File: config.mk
export PLATFORM = sky130hd
export DESIGN_NAME = dds_sweep_ctrl_flat
export DESIGN_NICKNAME = d
export VERILOG_FILES = /design/src/rtl/dds_sweep_ctrl_if.sv /design/src/rtl/dds_sweep_ctrl.sv /design/src/flat_wrapper.sv
export SDC_FILE = /design/constraint.sdc
export NUM_CORES = 1
export LEC_CHECK = 0
export BUFFER_PORTS_ARGS = -buffer_cell sky130_fd_sc_hd__buf_2
export CAP_MARGIN = 20
export CORE_ASPECT_RATIO = 1.1
export CORE_MARGIN = 2
export CORE_UTILIZATION = 40
export CTS_CLUSTER_DIAMETER = 40
export DETAILED_ROUTE_END_ITERATION = 6
export PLACE_DENSITY = 0.61
export SLEW_MARGIN = 20
export SYNTH_ARGS = -nofsm -noshare
export SYNTH_HDL_FRONTEND = slang
export SYNTH_SLANG_ARGS = --single-unit
File: constraint.sdc
create_clock -name clk -period 6.43 [get_ports clk]
set_input_delay 0.643 -clock clk [delete_from_list [all_inputs] [get_ports clk]]
set_output_delay 0.643 -clock clk [all_outputs]
set_load 0.05 [all_outputs]
File: src/rtl/dds_sweep_ctrl_if.sv
// Purpose: bundles the sweep configuration handshake, abort and DDS output bus of dds_sweep_ctrl.
// Latency: none, wires only.
// Backpressure: cfg_valid/cfg_ready handshake; the outputs are never stalled.
//
// Signals:
//   cfg_valid/cfg_ready       configuration handshake (master -> slave / slave -> master)
//   cfg_k_start/step/stop     32-bit frequency words: start, increment, inclusive end
//   cfg_dwell                 cycles each word is held (0 is treated as 1)
//   cfg_phase                 11-bit phase offset for the whole sweep
//   cfg_mode                  0 = single sweep, 1 = continuous
//   abort                     terminates the sweep in progress
//   K, P                      registered frequency word / phase offset to the DDS
//   k_valid                   one-cycle pulse whenever K has just taken a new value
//   busy, done                sweep in progress / natural end of a single sweep
//
// Modports: master drives the configuration and abort; slave is the sweep controller.

interface dds_sweep_ctrl_if #(
  parameter int DWELL_W = 16
);

  logic               cfg_valid;
  logic               cfg_ready;
  logic [31:0]        cfg_k_start;
  logic [31:0]        cfg_k_step;
  logic [31:0]        cfg_k_stop;
  logic [DWELL_W-1:0] cfg_dwell;
  logic [10:0]        cfg_phase;
  logic               cfg_mode;
  logic               abort;

  logic [31:0]        K;
  logic [10:0]        P;
  logic               k_valid;
  logic               busy;
  logic               done;

  modport master (
    output cfg_valid, cfg_k_start, cfg_k_step, cfg_k_stop, cfg_dwell,
           cfg_phase, cfg_mode, abort,
    input  cfg_ready, K, P, k_valid, busy, done
  );

  modport slave (
    input  cfg_valid, cfg_k_start, cfg_k_step, cfg_k_stop, cfg_dwell,
           cfg_phase, cfg_mode, abort,
    output cfg_ready, K, P, k_valid, busy, done
  );

endinterface

File: src/rtl/dds_sweep_ctrl.sv
// Purpose: steps a DDS frequency word from start to stop in fixed increments, holding each word for a dwell time.
// Latency: first word appears two edges after the configuration handshake; each word is held max(dwell,1) cycles.
// Backpressure: cfg_ready is high only when idle (and abort low); configurations offered while sweeping are dropped.
//
// Ports:
//   clk     system clock, all state updates on its rising edge
//   rst_n   asynchronous active-low reset
//   bus     dds_sweep_ctrl_if.slave: configuration handshake, abort, K/P/k_valid/busy/done outputs

module dds_sweep_ctrl #(
  parameter int DWELL_W = 16
) (
  input  logic               clk,
  input  logic               rst_n,
  dds_sweep_ctrl_if.slave    bus
);

  // FSM encoding
  localparam logic [1:0] S_IDLE  = 2'd0;
  localparam logic [1:0] S_LOAD  = 2'd1;
  localparam logic [1:0] S_DWELL = 2'd2;
  localparam logic [1:0] S_DONE  = 2'd3;

  localparam logic [DWELL_W-1:0] DWELL_ONE = DWELL_W'(1);

  logic [1:0]         r_state;

  // Shadow copy of the configuration, stable for the whole sweep
  logic [31:0]        r_start;
  logic [31:0]        r_step;
  logic [31:0]        r_stop;
  logic [DWELL_W-1:0] r_dwell;
  logic [10:0]        r_phase;
  logic               r_mode;

  // Output registers and dwell counter
  logic [31:0]        r_k;
  logic [10:0]        r_p;
  logic               r_k_valid;
  logic [DWELL_W-1:0] r_cnt;

  logic               w_cfg_ready;
  logic               w_handshake;
  logic [DWELL_W-1:0] w_dwell_eff;
  logic [32:0]        w_next;
  logic               w_advance;
  logic               w_last_cycle;

  assign w_cfg_ready  = (r_state == S_IDLE) && !bus.abort;
  assign w_handshake  = bus.cfg_valid && w_cfg_ready;

  // A zero dwell still holds each word for one cycle.
  assign w_dwell_eff  = (r_dwell == '0) ? DWELL_ONE : r_dwell;

  // The next word is formed at 33 bits so that a carry out of the 32-bit
  // word ends the sweep instead of wrapping back to a small frequency.
  // A zero step would repeat the same word forever, so it also ends the sweep.
  assign w_next       = {1'b0, r_k} + {1'b0, r_step};
  assign w_advance    = (r_step != '0) && !w_next[32] && (w_next[31:0] <= r_stop);

  // The counter is loaded with the hold time and the word changes on the
  // edge where it reads 1, giving exactly dwell_eff cycles per word.
  assign w_last_cycle = (r_cnt == DWELL_ONE);

  always_ff @(posedge clk or negedge rst_n) begin
    if (!rst_n) begin
      r_state   <= S_IDLE;
      r_start   <= '0;
      r_step    <= '0;
      r_stop    <= '0;
      r_dwell   <= '0;
      r_phase   <= '0;
      r_mode    <= 1'b0;
      r_k       <= '0;
      r_p       <= '0;
      r_k_valid <= 1'b0;
      r_cnt     <= '0;
    end else begin
      // k_valid is a pulse: only the branches that load K raise it again.
      r_k_valid <= 1'b0;

      case (r_state)
        S_IDLE: begin
          if (w_handshake) begin
            r_start <= bus.cfg_k_start;
            r_step  <= bus.cfg_k_step;
            r_stop  <= bus.cfg_k_stop;
            r_dwell <= bus.cfg_dwell;
            r_phase <= bus.cfg_phase;
            r_mode  <= bus.cfg_mode;
            r_state <= S_LOAD;
          end
        end

        S_LOAD: begin
          if (bus.abort) begin
            r_state <= S_IDLE;
          end else begin
            r_k       <= r_start;
            r_p       <= r_phase;
            r_k_valid <= 1'b1;
            r_cnt     <= w_dwell_eff;
            r_state   <= S_DWELL;
          end
        end

        S_DWELL: begin
          if (bus.abort) begin
            // K and P freeze at whatever the DDS is currently running.
            r_state <= S_IDLE;
          end else if (w_last_cycle) begin
            if (w_advance) begin
              r_k       <= w_next[31:0];
              r_k_valid <= 1'b1;
              r_cnt     <= w_dwell_eff;
            end else if (r_mode) begin
              // Continuous mode: wrap back to the start word.
              r_k       <= r_start;
              r_k_valid <= 1'b1;
              r_cnt     <= w_dwell_eff;
            end else begin
              r_state <= S_DONE;
            end
          end else begin
            r_cnt <= r_cnt - DWELL_ONE;
          end
        end

        S_DONE: begin
          // done is asserted for exactly this one cycle; abort leads to the
          // same place so it needs no separate branch.
          r_state <= S_IDLE;
        end

        default: begin
          r_state <= S_IDLE;
        end
      endcase
    end
  end

  assign bus.cfg_ready = w_cfg_ready;
  assign bus.K         = r_k;
  assign bus.P         = r_p;
  assign bus.k_valid   = r_k_valid;
  assign bus.busy      = (r_state == S_LOAD) || (r_state == S_DWELL);
  assign bus.done      = (r_state == S_DONE);

endmodule

File: src/flat_wrapper.sv
// flat-port wrapper written by rule: the top's interface ports become plain ports
module dds_sweep_ctrl_flat 
#(
  parameter int DWELL_W = 16
)
  (clk, rst_n, bus_cfg_valid, bus_cfg_k_start, bus_cfg_k_step, bus_cfg_k_stop, bus_cfg_dwell, bus_cfg_phase, bus_cfg_mode, bus_abort, bus_cfg_ready, bus_K, bus_P, bus_k_valid, bus_busy, bus_done);
  dds_sweep_ctrl_if #(.DWELL_W(DWELL_W)) bus_i ();
  input  logic clk;
  input  logic rst_n;
  input wire logic [$bits(bus_i.cfg_valid)-1:0] bus_cfg_valid;
  input wire logic [$bits(bus_i.cfg_k_start)-1:0] bus_cfg_k_start;
  input wire logic [$bits(bus_i.cfg_k_step)-1:0] bus_cfg_k_step;
  input wire logic [$bits(bus_i.cfg_k_stop)-1:0] bus_cfg_k_stop;
  input wire logic [$bits(bus_i.cfg_dwell)-1:0] bus_cfg_dwell;
  input wire logic [$bits(bus_i.cfg_phase)-1:0] bus_cfg_phase;
  input wire logic [$bits(bus_i.cfg_mode)-1:0] bus_cfg_mode;
  input wire logic [$bits(bus_i.abort)-1:0] bus_abort;
  output wire logic [$bits(bus_i.cfg_ready)-1:0] bus_cfg_ready;
  output wire logic [$bits(bus_i.K)-1:0] bus_K;
  output wire logic [$bits(bus_i.P)-1:0] bus_P;
  output wire logic [$bits(bus_i.k_valid)-1:0] bus_k_valid;
  output wire logic [$bits(bus_i.busy)-1:0] bus_busy;
  output wire logic [$bits(bus_i.done)-1:0] bus_done;
  assign bus_i.cfg_valid = bus_cfg_valid;
  assign bus_i.cfg_k_start = bus_cfg_k_start;
  assign bus_i.cfg_k_step = bus_cfg_k_step;
  assign bus_i.cfg_k_stop = bus_cfg_k_stop;
  assign bus_i.cfg_dwell = bus_cfg_dwell;
  assign bus_i.cfg_phase = bus_cfg_phase;
  assign bus_i.cfg_mode = bus_cfg_mode;
  assign bus_i.abort = bus_abort;
  assign bus_cfg_ready = bus_i.cfg_ready;
  assign bus_K = bus_i.K;
  assign bus_P = bus_i.P;
  assign bus_k_valid = bus_i.k_valid;
  assign bus_busy = bus_i.busy;
  assign bus_done = bus_i.done;
  dds_sweep_ctrl #(.DWELL_W(DWELL_W)) u_core (.clk(clk), .rst_n(rst_n), .bus(bus_i));
endmodule
==> key figures <==
Route
  • DR DRC count: 0
  • Post-DR vias/cell: 5.30
  • Drt pass-1 iters: 5
  • Drt initial violations: 348
  • Final wirelength: 26,100 um
  • Post-route antenna net violation count: 0
  • WL/cell: 17.7 um
  • Vias: 7,833

Critical path
  • Crit-path max FO: 21
  • Crit path buffers/inverters: 2
  • Flop-to-flop setup slack: 0.60 ns
  • CP startpoint kind: flop
  • CP Depth: 22
  • Req. time, crit path: 6.74 ns
  • CP cell instances: ha_1 > inv_1 > fa_1 > nand2b_1 > a21oi_1 > nor3_1 > or3_4 > a21oi_1 > nor3_1 > o311ai_0 > xor2_1 > ha_1 > nand4_1 > nor4_1 > and2_1 > o2111ai_1 > a311o_1 > a31oi_1 > nand2_2 > buf_12 > and3_1 > a211o_1
  • R2R cell count: 22
  • CP max stage cell: o311ai_0
  • Crit path DAT: 6.15 ns
  • Setup CP Type: reg2reg
  • Delay-heaviest family, CP: simple AND/OR/NAND/NOR gates
  • CP endpoint kind: flop
  • CP max stage delay: 0.41 ns
  • Worst reg2reg endpoint: u_core.bus.K[28]
  • FF-to-FF Start: u_core.bus.K[0]

Clock tree
  • Post-CTS Setup Bufs: 0
  • Worst skew pair latency: 0.44 ns
  • CTS max path bufs: 2
  • Clock sink count: 186
  • CTS tree: built
  • Clk root buf: clkbuf_16
  • Clk slew on worst S/H paths: 0.07 ns
  • Cts hold-fix bufs: 0
  • # resized after CTS: 0
  • H-tree levels: 4
  • CTS Buf Count: 17

Final layout
  • Non-Filler Instances: 1,479
  • Area grow syn2layout: 17.8%
  • Share of cells above drive strength 1: 31.9%
  • # nets final: 1,318

Synthesis
  • Area share of the largest cell type after synthesis: 45.3%
  • Sequential area share after synthesis: 45.3%
  • Cell accounting for the most synthesized area: dfrtp_1
  • Avg Cell Area, Syn: 10.8 um2
  • Synth Flop Type: dfrtp_1
  • Post-synth EDFFs: 0
  • Cells after synthesis: 952
  • Ys Warns: 0
  • Ys async rst share: 100%
  • Post-synthesis cell type count: 64
  • Post-synth net total: 1,151
  • Synth area leaders: dfrtp_1, mux2_2, ha_1
  • Post-synthesis cell area: 10,300 um2
  • Yosys reg bits: 186

STA
  • Tmin final: 5.83 ns
  • Achievable frequency: 171 MHz
  • Worst Max-Slew Pin Slew: 1.05 ns
  • Final setup fails: 0
  • Final hold violations: 0
  • RSZ-0062 raised after global routing: false
  • Final Skew: 0.0171 ns
  • Rel. slew slack: 30.3%
  • Max-slew violation count: 0
  • Setup_tns: 0 ns
  • Final period util: 90.7%

Floorplan
  • Core Rows: 61
  • CORE AREA: 25,300 um2
  • Chip width: 157 um
  • Die area: 27,000 um2
  • Initial Util: 40.7%
  • Die Height: 172 um
  • Io pins: 175

Job
  • Max_cap viols: 0

Global route
  • GRT overflow: 0
  • GRT Overall Usage: 19.3%
  • Vias in the first global route: 7,707
  • First-pass GRT wire length: 40,300 um
  • Pin count of the biggest net entering global routing: 77
  • Initial antenna violation count: 1

Placement
  • HPWL Detailed: 19,300 um
  • PortBufs: 174
  • Placer Congestion: 0.923
  • Inst Count DP: 1,445

Status
  • Outcome: completed

Worst hold path
  • Hold Crit Class: in2async
-- worst register-to-register path, cell delays in order, from the launching register on --
cell,delay [ns]
dfrtp_1,0.38
ha_1,0.20
inv_1,0.06
fa_1,0.38
nand2b_1,0.17
a21oi_1,0.23
nor3_1,0.11
or3_4,0.36
a21oi_1,0.27
nor3_1,0.10
o311ai_0,0.41
xor2_1,0.17
ha_1,0.32
nand4_1,0.12
nor4_1,0.37
and2_1,0.20
o2111ai_1,0.12
a311o_1,0.35
a31oi_1,0.29
nand2_2,0.37
buf_12,0.30
and3_1,0.19
a211o_1,0.22
-- sequential cells by signal (all words and copies together), names as in the netlist --
register,cells
u_core.r_stop,32
u_core.r_cnt,16
u_core.r_step,32
u_core.bus.K,32
u_core.bus.P,11
u_core.bus.k_valid,1
u_core.r_phase,11
u_core.r_state,2
u_core.r_start,32
u_core.r_dwell,16
u_core.r_mode,1
-- cells in the final DEF (no fill, tap or decap), drive strengths merged, types with 3 or more instances in the layout --
cell and instances:
a21oi 63, ha 70, a22oi 4, inv 53, nor3 16, and3 9
or2 3, nand2b 11, a41oi 3, xnor2 15, mux2 136, o21ai 72
nand3 15, clkinv 6, a31oi 4, a211oi 9, a22o 3, and2 5
or3 3, o211ai 5, buf 180, o21bai 3, o21a 3, dfrtp 186
a211o 3, o311ai 3, nor3b 3, clkbuf 18, mux2i 27, nor2 45
nand4 12, o2bb2ai 3, xor2 12, a21o 14, nand2 66, nor2b 3
nor4 17, o22ai 4
-- cell families after synthesis --
group                      Yosys count  synth area share (%)
adders and majority gates           71                  8.71
muxes                              163                  17.5
and+or+nand+nor                    210                  9.82
buffers and inverters               81                  3.36
DFF                                186                  45.3
AOI/OAI and AO/OA                  214                  13.0
xor gates and xnor gates            27                  2.30
-- cell usage after synthesis (6+ instances only) --
| cell type | count |
|---|---|
| a211oi_1 | 9 |
| a21o_1 | 14 |
| a21oi_1 | 63 |
| and3_1 | 9 |
| buf_1 | 6 |
| clkbuf_1 | 18 |
| dfrtp_1 | 186 |
| ha_1 | 70 |
| inv_1 | 47 |
| mux2_2 | 136 |
| mux2i_1 | 27 |
| nand2_1 | 66 |
| nand2b_1 | 11 |
| nand3_1 | 15 |
| nand4_1 | 12 |
| nor2_1 | 45 |
| nor3_1 | 16 |
| nor4_1 | 17 |
| o21ai_0 | 68 |
| xnor2_1 | 15 |
| xor2_1 | 12 |
-- metrics by stage --
step / util [%] / setup WS, ns / instance area (um2) / hold WS (ns)
detailed placement: 45.5 / 0.428 / 11500 / 0.487
CTS: 47.9 / 0.417 / 12100 / 0.245
global route: 47.9 / 0.0843 / 12100 / 0.274
global placement: 45.5 / 0.616 / 11500 / 0.479
floorplan: - / 1.09 / 10300 / 0.347
finish: 47.9 / 0.596 / 12100 / 0.210
-- layout make-up --
cell class / count / area (um2)
Clock inverter: 15 / 164
Clock buffer: 17 / 425
Inverter: 47 / 176
Sequential cell: 186 / 4650
Multi-Input combinational cell: 686 / 5310
Timing Repair Buffer: 181 / 945
Antenna cell: 1 / 2.50
Tap cell: 346 / 433
Fill cell: 2403 / 13200
-- worst max-delay path by stage --
| stage | startpoint | endpoint |
|---|---|---|
| 3_3_place_gp | u_core.bus.K[0] | u_core.bus.K[30] |
| 5_1_grt | u_core.bus.K[0] | u_core.bus.K[28] |
| 3_5_place_dp | u_core.bus.K[0] | u_core.bus.K[31] |
| 4_1_cts | u_core.bus.K[0] | u_core.bus.K[31] |
| 6_report | u_core.bus.K[0] | u_core.bus.K[28] |
| 2_1_floorplan | u_core.bus.K[0] | u_core.bus.K[30] |
-- layer usage --
| metal | up-vias | routed length [um] | global-route usage, % |
|---|---|---|---|
| li1 | 3791 | - | - |
| met1 | 3844 | 12000 | 25.6 |
| met2 | 172 | 12800 | 32.2 |
| met3 | 26 | 895 | 2.96 |
| met4 | 0 | 499 | 6.42 |
| met5 | - | 0 | 0 |
Power is left out: the tool's default activity adds up to more than one toggle a clock period on the data nets, which glitch-free logic cannot reach.
